[src/rtl/icache_pkg.sv]
// Shared types and constants for the instruction-cache refill path.
package icache_pkg;

  localparam logic [2:0]  LINE_WORDS = 3'd4;
  localparam int          WORD_W     = 32;
  localparam int          LINE_W     = 128;
  localparam int          LINE_OFF_W = 4;
  localparam logic [31:0] NOP_INST   = 32'h0000_0013;

  typedef enum logic [1:0] {
    IDLE,
    FILL,
    RESP
  } refill_state_e;

  // Byte address of word idx within the line starting at base.
  function automatic logic [31:0] word_addr(input logic [31:0] base, input logic [2:0] idx);
    return base + {27'd0, idx, 2'b00};
  endfunction

endpackage

[src/rtl/icache_refill_timer.sv]
// Idle watchdog for a line fill: counts cycles without bus progress and flags expiry.
module icache_refill_timer
  import icache_pkg::*;
#(
  parameter int unsigned TIMEOUT_CYCLES = 255
) (
  input  logic clk,
  input  logic rst_n,
  input  logic run,
  input  logic activity,
  output logic expired
);

  localparam logic [15:0] LIMIT = 16'(TIMEOUT_CYCLES);

  logic [15:0] idle_cnt;

  always_ff @(posedge clk or negedge rst_n) begin
    if (!rst_n) begin
      idle_cnt <= '0;
    end else if (!run || activity) begin
      idle_cnt <= '0;
    end else if (idle_cnt != 16'hFFFF) begin
      idle_cnt <= idle_cnt + 16'd1;
    end
  end

  assign expired = run && (idle_cnt >= LIMIT);

endmodule

[src/rtl/icache_refill_bridge.sv]
// Refill engine: turns one 16-byte line miss into four pipelined 32-bit bus reads.
// Optional abort-on-stall watchdog compiled in with ICACHE_REFILL_TIMEOUT_EN.
module icache_refill_bridge
  import icache_pkg::*;
#(
  parameter int unsigned TIMEOUT_CYCLES = 255
) (
  input  logic          clk,
  input  logic          rst_n,
  input  logic          req_valid_i,
  input  logic [31:0]   req_addr_i,
  output logic          line_ready_o,
  output logic [127:0]  line_data_o,
  output logic          line_err_o,
  output logic          bus_req_o,
  output logic [31:0]   bus_addr_o,
  input  logic          bus_gnt_i,
  input  logic          bus_rvalid_i,
  input  logic [31:0]   bus_rdata_i
);

  refill_state_e state;
  logic [31:0]   base;
  logic [2:0]    issue_cnt;
  logic [2:0]    recv_cnt;
  logic [2:0]    issue_next;
  logic [2:0]    recv_next;
  logic          gnt_fire;
  logic          rvalid_fire;
  logic          abort;
  logic [31:0]   req_base;

  assign req_base    = {req_addr_i[31:LINE_OFF_W], {LINE_OFF_W{1'b0}}};
  assign gnt_fire    = (state == FILL) && bus_req_o && bus_gnt_i;
  // A response is only meaningful while a read is outstanding.
  assign rvalid_fire = (state == FILL) && bus_rvalid_i && (recv_cnt < issue_cnt);
  assign issue_next  = issue_cnt + {2'b00, gnt_fire};
  assign recv_next   = recv_cnt + {2'b00, rvalid_fire};

  always_ff @(posedge clk or negedge rst_n) begin
    if (!rst_n) begin
      state        <= IDLE;
      base         <= '0;
      issue_cnt    <= '0;
      recv_cnt     <= '0;
      line_data_o  <= '0;
      line_ready_o <= 1'b0;
      bus_req_o    <= 1'b0;
      bus_addr_o   <= '0;
    end else begin
      line_ready_o <= 1'b0;
      case (state)
        IDLE: begin
          if (req_valid_i) begin
            base        <= req_base;
            issue_cnt   <= '0;
            recv_cnt    <= '0;
            line_data_o <= '0;
            bus_req_o   <= 1'b1;
            bus_addr_o  <= req_base;
            state       <= FILL;
          end
        end
        FILL: begin
          issue_cnt <= issue_next;
          recv_cnt  <= recv_next;
          if (gnt_fire) begin
            bus_req_o <= (issue_next < LINE_WORDS);
            if (issue_next < LINE_WORDS) begin
              bus_addr_o <= word_addr(base, issue_next);
            end
          end
          if (rvalid_fire) begin
            line_data_o[{recv_cnt[1:0], 5'd0} +: WORD_W] <= bus_rdata_i;
          end
          if (recv_next == LINE_WORDS) begin
            line_ready_o <= 1'b1;
            state        <= RESP;
          end else if (abort) begin
            bus_req_o    <= 1'b0;
            line_data_o  <= {4{NOP_INST}};
            line_ready_o <= 1'b1;
            state        <= RESP;
          end
        end
        RESP: begin
          state <= IDLE;
        end
        default: begin
          state <= IDLE;
        end
      endcase
    end
  end

`ifdef ICACHE_REFILL_TIMEOUT_EN
  logic expired;

  icache_refill_timer #(
    .TIMEOUT_CYCLES(TIMEOUT_CYCLES)
  ) u_timer (
    .clk      (clk),
    .rst_n    (rst_n),
    .run      (state == FILL),
    .activity (gnt_fire || rvalid_fire),
    .expired  (expired)
  );

  // Progress in the expiry cycle wins, so no granted read is left dangling.
  assign abort = expired && !gnt_fire && !rvalid_fire;

  always_ff @(posedge clk or negedge rst_n) begin
    if (!rst_n) begin
      line_err_o <= 1'b0;
    end else begin
      line_err_o <= (state == FILL) && (recv_next != LINE_WORDS) && abort;
    end
  end
`else
  logic [31:0] unused_timeout;

  assign abort          = 1'b0;
  assign line_err_o     = 1'b0;
  assign unused_timeout = TIMEOUT_CYCLES;
`endif

  logic [LINE_OFF_W-1:0] unused_addr_off;
  assign unused_addr_off = req_addr_i[LINE_OFF_W-1:0];

endmodule

[config.mk]
export PLATFORM = sky130hd
export DESIGN_NAME = icache_refill_bridge
export DESIGN_NICKNAME = d
export VERILOG_FILES = /design/src/rtl/icache_pkg.sv /design/src/rtl/icache_refill_timer.sv /design/src/rtl/icache_refill_bridge.sv
export SDC_FILE = /design/constraint.sdc
export NUM_CORES = 1
export LEC_CHECK = 0
export ABC_AREA = 1
export CAP_MARGIN = 20
export CORE_MARGIN = 5
export CORE_UTILIZATION = 55
export DETAILED_ROUTE_END_ITERATION = 12
export DONT_BUFFER_PORTS = 1
export PLACE_DENSITY_LB_ADDON = 0.3
export SETUP_SLACK_MARGIN = 0.4
export SLEW_MARGIN = 20
export SYNTH_ARGS = -nofsm -noshare
export SYNTH_HDL_FRONTEND = slang
export SYNTH_HIERARCHICAL = 1
export SYNTH_SLANG_ARGS = --single-unit
[constraint.sdc]
create_clock -name clk -period 5.7 [get_ports clk]
set_input_delay 0.855 -clock clk [delete_from_list [all_inputs] [get_ports clk]]
set_output_delay 0.855 -clock clk [all_outputs]
set_load 0.02 [all_outputs]
======== Yosys cells after proc, flatten, opt, wreduce, memory -nomap -nowiden ========
Cells that the tools add are included.
cells by class
  div/mod/pow operators ................... 0
  multiply operators ...................... 0
  equal/unequal tests ..................... 7
  order comparisons ....................... 2
  $add $sub $neg .......................... 4
  shifts and indexed selects .............. 2
  reductions and logical operators ........ 12
  mux-type cells .......................... 19
  bitwise gates (word level) .............. 0
operator list
  kind                                                    number
  two-way mux 128 bit                                     2
  case mux 128 bit (2 select lines)                       1
  bitwise mux 128 bit                                     1
  variable shift 32 x 9 -> 128 bit, first input constant  1
  indexed part select 32 x 9 -> 128 bit                   1
  two-way mux 32 bit                                      3
  case mux 32 bit (2 select lines)                        1
  adder 32 x 5 -> 32 bit                                  1
  case mux 3 bit (2 select lines)                         2
  negator 7 -> 9 bit                                      1
  adder 3 x 1 -> 3 bit                                    2
  inequality test 2 bit, second input constant            3
  AND reduction 2 bit                                     3
  AND reduction 3 bit                                     2
  logical AND 1 bit                                       4
  two-way mux 1 bit                                       4
  two-way mux 2 bit                                       2
  inequality test 2 x 1 -> 1 bit, second input constant   2
  case mux 2 bit (2 select lines)                         1
  AND reduction 4 bit                                     1
  equality test 3 bit, second input constant              1
  less-than comparator 3 bit                              1
  less-than comparator 3 bit, second input constant       1
  two-way mux 3 bit                                       1
  other kinds (4)                                         4
storage, ports and cells
  flip-flop bits (word level) ............. 198
  ROM bits ................................ 0
  output and inout port bits .............. 163
  memories ................................ 0
  word-level logic and storage cells ...... 54
  input bits .............................. 69
  memory bits (writable) .................. 0
  latch bits .............................. 0

======== Logic depth before layout (Yosys ltp) ========
Gate-level depths: netlist of the first run.
  depth after elaboration ................. 8
  depth in mapped cells ................... 21
  gate-level depth less buffers ........... 19

======== Least setup slack after synthesis of the first run ========
Ideal clock, no wire load.
  path type ............................... register to register
  from .................................... register state[0]
  to ...................................... register bus_addr_o[28]
  stages on the path, launching flop included .. 21
  period minus slack after synthesis ...... 2.763 ns
  library setup time ...................... 0.116 ns
  data required time ...................... 5.584 ns
  buffers on the path ..................... 2
  arrival time ............................ 2.647 ns
  slack ................................... 2.937 ns
  cell sequence ........................... dfrtp_1 -> nand2_2 -> buf_6 -> clkbuf_1 -> nor2_1 -> ha_1 -> ha_1 -> nand2_1 -> nand2_1 -> inv_1 -> ha_1 -> ha_1 -> nand2_1 -> nor2_2 -> nand2_1 -> nor2_1 -> nand2_1 -> nand2_1 -> nand3_1 -> nand2_1 -> nand2_1
between the ends
  longest elaborated chain between the ends .. 8
  elaborated cells on any way between the ends .. 15
  classes of those cells .................. add/sub (2); order compare (1); eq/ne (4); mux (3); reduce/logical (5)
RTL lines
  item                              line                                                    source
  start: declaration                icache_refill_bridge.sv:22                              refill_state_e state;
  start signal: assignment          icache_refill_bridge.sv:42                              state <= IDLE;
  start signal: assignment          icache_refill_bridge.sv:61                              state <= FILL;
  start signal: assignment          icache_refill_bridge.sv:78                              state <= RESP;
  equality test 2 x 1 -> 1 bit      icache_refill_bridge.sv:34, icache_refill_bridge.sv:52
  logical AND 1 bit (2 in a row)    icache_refill_bridge.sv:34                              assign gnt_fire = (state == FILL) && bus_req_o && bus_gnt_i;
  adder 3 x 1 -> 3 bit              icache_refill_bridge.sv:37                              assign issue_next = issue_cnt + {2'b00, gnt_fire};
  adder 32 x 5 -> 32 bit            icache_pkg.sv:18                                        return base + {27'd0, idx, 2'b00};
  two-way mux 32 bit                icache_refill_bridge.sv:69                              if (issue_next < LINE_WORDS) begin
  two-way mux 32 bit                icache_refill_bridge.sv:67                              if (gnt_fire) begin
  case mux 32 bit (2 select lines)  icache_refill_bridge.sv:52                              case (state)
  end signal: assignment            icache_refill_bridge.sv:60                              bus_addr_o <= req_base;
  end signal: assignment            icache_refill_bridge.sv:70                              bus_addr_o <= word_addr(base, issue_next);
  end: declaration                  icache_refill_bridge.sv:16                              output logic [31:0] bus_addr_o,
Parallel ways exist; a longest one is shown, timed or not. The select of a mux whose other input is x is not followed.
A chain may end at the register's enable or synchronous reset.

======== Worst setup path in the final report of the first run ========
  from .................................... register state[1]
  to ...................................... register bus_addr_o[28]
Same word-level chain as after synthesis.

==> results.toml, run 1 <==
[sta]
worstMarginPinSlew_ns = 1.04
setup_viol = 0
clock_skew_ns = 0.0101
finalHoldViolations = 0
fmax_mhz = 308
max_slew_margin = 0.307
fin_crit_ns = 3.24
rsz0062_at_grt = "no"
slew_viol_final = 0
fin_crit_sh = 0.569
fin_tns_setup_ns = 0

[global_route]
grt_pass1_vias = 7170
gr-total-overflow = 0
gr-usage-all-layers = 0.237
grt_pass1_wl_um = 38300
antenna_found_initial = 0
grt_max_degree = 197

[synth]
yosys.area_share.adder = 0.0154
synth_top_area_frac = 0.505
synth_top_family_by_area = "simple AND/OR/NAND/NOR gates"
synth-seq-area-share = 0.505
synth_edf_count = 0
synth_flop_cell = "dfrtp_1"
synth_cell_types = 37
synthTopCellsByArea = "dfrtp_1, nand2_1, o21ai_2, nor2_1, inv_1"
ys_seq_elements = 196
synthArstFlopShare = 1.00
synth_xor_area_frac = 0.00450
muxShareOfSynthArea = 0
synth-compound-area-share = 0.125
syn-cell-area_sq_mm = 0.00972
yosysTopAreaCell = "dfrtp_1"
avgSynthCellArea_sq_um = 8.30
yosys_warnings = 6
syn_inst = 1171
synth_simple_gate_area_frac = 0.269

[cts]
cts_made_buffers = 17
clk_pin_slew_ns = 0.07
cts_tree = "yes"
root_buffer = "clkbuf_16"
ctsHoldBuffers = 0
h-tree-depth = 4
postCtsSetupBuffers = 0
clk_latency_ns = 0.44
cts-resized-gates = 0
clockBufferDepth = 2
cts.sinks = 196

[routing]
wirelength_um = 23600
via_count = 7217
drtAntennaViolNets = 0
drt-initial-drc-count = 433
drc = 0
post_drt_via_cell_ratio = 5.25
wl_per_cell_um = 17.2
dr.pass1.iters = 5

[floorplanning]
core_area_sq_mm = 0.0173
die_h_um = 143
rows = 48
start_util = 0.562
die-area_sq_mm = 0.0204
io_pins = 232
die_w_um = 143

[setup_path]
worstSetupPathType = "reg2reg"
endpoint = "bus_addr_o[28]"
crit_fanout = 32
startpoint = "state[1]"
reg2reg_depth = 19
r2r_slack_ns = 2.46
crit_arrival_ns = 3.57
worstPathRequired_ns = 6.02
worstReg2RegEnd = "bus_addr_o[28]"
r2r-start = "state[1]"
endpoint_kind = "flip-flop"
critPathLaunchType = "flip-flop"

[power]
p_sw_frac = 0.456
p_int_mw = 2.91
powerDensity_mw_per_mm2 = 524
p_leak_nw = 4.98
clkPwrFrac = 0.233
p_seq_frac = 0.441
combPwrFrac = 0.326
switching_power_mw = 2.44
ir_drop_mv = 0.259

[place]
placed_cells = 1343
gp_congestion = 0.889
port_buffers = 0
hpwl_um = 16300

[outcome]
status = "complete, no violations"

[flow_run]
cap_viol_max_count = 0

[layout]
fin_cells = 1375
fin_nets = 1218
drive_gt1_frac = 0.129
n_antenna_cell = 0
synthToLayoutAreaGrowth_pct = 5.06
layout_common_cells = "nand2_1, dfrtp_1, nor2_1"
layout_commonest_cell = "nand2_1"

[worst_hold_path]
worstHoldPathType = "in2async"
metal layers:
layer  wire (um)  vias to the layer above  part of all wire  track usage
met1        9430                     3313              0.40        0.299
met5           0                        -                 0            0
met2       11000                      269              0.47        0.376
met4         627                        0             0.027       0.0885
li1            -                     3593                 -            -
met3        2520                       42              0.11       0.0854
worst min path at each step:
| stage | cells after the start | end | slack (ns) | start |
|---|---|---|---|---|
| after floorplan | 2 | base[4] | 0.46 | base[4] |
| after global placement | 2 | base[4] | 0.48 | base[4] |
| after detailed placement | 2 | base[4] | 0.49 | base[4] |
| after CTS | 0 | line_data_o[2] | 0.1 | rst_n |
| after global routing | 0 | line_data_o[2] | 0.09 | rst_n |
| final | 0 | line_data_o[2] | 0.11 | rst_n |
synth_stat cells (3+ instances only):
library cell,number
inv_1,84
dfrtp_1,196
buf_6,23
ha_1,12
o21ai_0,25
a21oi_1,35
nand2_8,4
nor2_2,3
buf_2,16
nand3_1,46
or2_2,3
xor2_1,5
nand4_1,3
nand2_2,3
o21ai_2,87
nor2_1,115
o21ai_1,15
clkbuf_1,7
nand2_1,457
buf_4,12
layout make-up:
cell class	count	area [sq um]
fill	1559	7080
sequential	196	4900
multi-input combinational	832	4060
clock buffer	17	425
inverter	87	332
tap	225	282
clock inverter	15	189
timing repair buffer	3	22.5
power groups by stage:
stage	clock network [mW]	logic [mW]	registers, mW
floorplan	0	1.62	2.29
global placement	0	1.72	2.38
detailed placement	0	1.76	2.39
CTS	1.27	1.77	2.37
global route	1.32	2.03	2.42
finish	1.25	1.74	2.36
logic make-up after synthesis:
kind of cell / Yosys count
xor gates and xnor gates: 5
adders and majority gates: 12
other: 1
buffers and inverters: 145
and+or+nand+nor: 642
DFF: 196
AOI/OAI and AO/OA: 170
worst max-delay path, stage by stage (launching register included):
cell and delay (ns):
dfrtp_1 0.38, inv_1 0.08, nand2_2 0.42, nor2_1 0.23, ha_1 0.18, ha_1 0.15
or2_1 0.10, nand2_1 0.04, inv_1 0.07, ha_1 0.20, ha_1 0.20, nand2_1 0.09
nor2_2 0.25, nand2_1 0.18, nor2_1 0.25, nand2_1 0.08, nand2_1 0.06, nand3_1 0.06
nand2_1 0.07, nand2_1 0.05
registers in the layout (all words and copies together), names as in the netlist:
register / flops
base: 28
bus_addr_o: 30
bus_req_o: 1
issue_cnt: 3
line_data_o: 128
line_ready_o: 1
recv_cnt: 3
state: 2
stage by stage:
step | setup slack, ns | power, mW | utilization | instance area (sq um) | hold slack (ns)
after floorplan | 2.94 | 3.90 | - | 9730 | 0.459
after global placement | 2.52 | 4.10 | 0.554 | 9590 | 0.483
after detailed placement | 2.43 | 4.15 | 0.554 | 9590 | 0.485
after CTS | 2.43 | 5.41 | 0.590 | 10200 | 0.0983
after global routing | 2.11 | 5.77 | 0.590 | 10200 | 0.0923
final | 2.46 | 5.35 | 0.590 | 10200 | 0.111
Note: power is estimated with default switching activity, not from simulation.
==> run 2: changes to the inputs <==
clock period = 3.1 ns   (was 5.7 ns; I/O delays follow)
==> results.toml, run 2 (synthesis gave the netlist of run 1 again) <==
[outcome]
status = "complete, but fails checks"
violations = "hold timing"

[floorplanning]
die-area_sq_mm = 0.0204
die_h_um = 143
io_pins = 232
die_w_um = 143
core_area_sq_mm = 0.0173
rows = 48
start_util = 0.562

[layout]
largest_register_ffs = 128
top_regs = "line_data_o (128), bus_addr_o (30), base (28)"
fin_nets = 1228
synthToLayoutAreaGrowth_pct = 5.48
drive_gt1_frac = 0.143
final_util = 0.593
max_flop_register = "line_data_o"
n_antenna_cell = 0
fillCellCount = 1542
layout_common_cells = "nand2_1, dfrtp_1, nor2_1"
layout_commonest_cell = "nand2_1"
fin_cells = 1385

[power]
combPwrFrac = 0.340
powerDensity_mw_per_mm2 = 949
p_leak_nw = 4.98
p_seq_frac = 0.446
clkPwrFrac = 0.214
switching_power_mw = 4.50
p_int_mw = 5.23
ir_drop_mv = 0.538
p_sw_frac = 0.463

[routing]
wl_per_cell_um = 17.1
routed.top_layer = "met4"
post_drt_via_cell_ratio = 5.31
wl_met1_um = 9510
wirelength_um = 23700
drtAntennaViolNets = 0
routed-wl-met2_um = 11300
via_count = 7352
dr.pass1.iters = 5
drt-initial-drc-count = 520
wl_met3_um = 2460
drc = 0

[sta]
setup_ws_ns = 0.567
rsz0062_at_grt = "yes"
hold_slack_ns = -0.273
fmax_mhz = 395
slew_viol_final = 0
finalHoldViolations = 196
worstMarginPinSlew_ns = 0.973
fin_tns_setup_ns = 0
clock_skew_ns = 0.00986
max_slew_margin = 0.349
fin_crit_sh = 0.817
setup_viol = 0
fin_crit_ns = 2.53

[global_route]
antenna_found_initial = 0
grt_pass1_vias = 7261
grt_pass1_wl_um = 38700
gr-usage-all-layers = 0.237
grt_max_degree = 197
gr-total-overflow = 0

[setup_path]
crit_chain = "nand2_1 > nor2_1 > ha_1 > ha_1 > nand2_1 > nand2_1 > inv_1 > ha_2 > ha_2 > nand2_1 > nor2_4 > nand2_1 > nor2_2 > nand2_1 > nand2_1 > nand3_1 > nand2_1 > nand2_1"
reg2reg_depth = 18
worstSetupPathType = "reg2reg"
worstReg2RegEnd = "bus_addr_o[28]"
r2r_slack_ns = 0.57
startpoint = "bus_req_o"
r2r-start = "bus_req_o"
endpoint_kind = "flip-flop"
crit_fanout = 4
endpoint = "bus_addr_o[28]"
path_buf_inv = 1
crit_path_frequent_cell = "nand2_1"
critPathMaxStageDelay_ns = 0.38
slowest_stage = "dfrtp_1"
path_depth = 18
crit_arrival_ns = 2.86
critPathLaunchType = "flip-flop"
critPathTopFamily = "simple AND/OR/NAND/NOR gates"
worstPathRequired_ns = 3.42

[place]
placed_cells = 1352
place_ws_ns = 0.436
gp_congestion = 0.882
port_buffers = 0
hpwl_um = 16400

[worst_hold_path]
worstHoldPathType = "in2async"

[cts]
clk_latency_ns = 0.43
cts_tree = "yes"
root_buffer = "clkbuf_16"
cts.sinks = 196
h-tree-depth = 4
clk_pin_slew_ns = 0.07
clockBufferDepth = 2
cts_made_buffers = 17

[flow_run]
cap_viol_max_count = 0
## run 2: cell types whose count changed in the layout (fill, tap and decap cells not counted), sizes merged
| cell | before | now |
|---|---|---|
| bufinv | 2 | 0 |
| buf | 3 | 13 |
| clkinv | 6 | 5 |
| inv | 94 | 93 |
| clkinvlp | 0 | 4 |
## run 2: cell type report
type / instances / area, sq um / share of cell area
clock inverters: 15 / 125 / 0.0122
flip-flops and latches: 196 / 4900 / 0.478
multi-input cells: 832 / 4080 / 0.398
well taps: 225 / 282 / 0.0275
clock buffers: 17 / 425 / 0.0415
inverters: 87 / 332 / 0.0323
repair buffers: 13 / 110 / 0.0107
## run 2: power by group through the flow
stage | registers (mW) | clock network, mW | logic (mW)
floorplan | 4.20 | 0 | 2.98
global placement | 4.37 | 0 | 3.24
detailed placement | 4.38 | 0 | 3.33
CTS | 4.35 | 2.12 | 3.33
global route | 4.44 | 2.23 | 3.84
finish | 4.34 | 2.08 | 3.31
## run 2: repair_timing
| item | CTS | global route |
|---|---|---|
| resized for setup | 0 | 10 |
| endpoints found under the setup margin | 0 | 11 |
| setup buffers | 0 | 1 |
| hold endpoints to repair | 196 | 196 |
## run 2: worst min-delay path by stage
stage,startpoint,end,slack [ns],depth (start not counted)
finish,rst_n,line_data_o[2],-0.27,0
global route,rst_n,line_data_o[48],-0.30,0
floorplan,rst_n,base[10],0.17,0
CTS,rst_n,bus_addr_o[9],-0.29,0
detailed placement,rst_n,line_data_o[2],0.18,0
global placement,rst_n,line_data_o[3],0.18,0
## run 2: through the flow
stage / total power, mW / instance area [sq um]
4_1_cts: 9.80 / 10200
2_1_floorplan: 7.18 / 9730
5_1_grt: 10.5 / 10300
3_5_place_dp: 7.72 / 9670
6_report: 9.74 / 10300
3_3_place_gp: 7.61 / 9670
## run 2: per-layer routing
metal | GRT usage | up-vias
li1 | - | 3609
met1 | 0.305 | 3450
met2 | 0.379 | 262
met3 | 0.0891 | 31
met4 | 0.0680 | 0
met5 | 0 | -
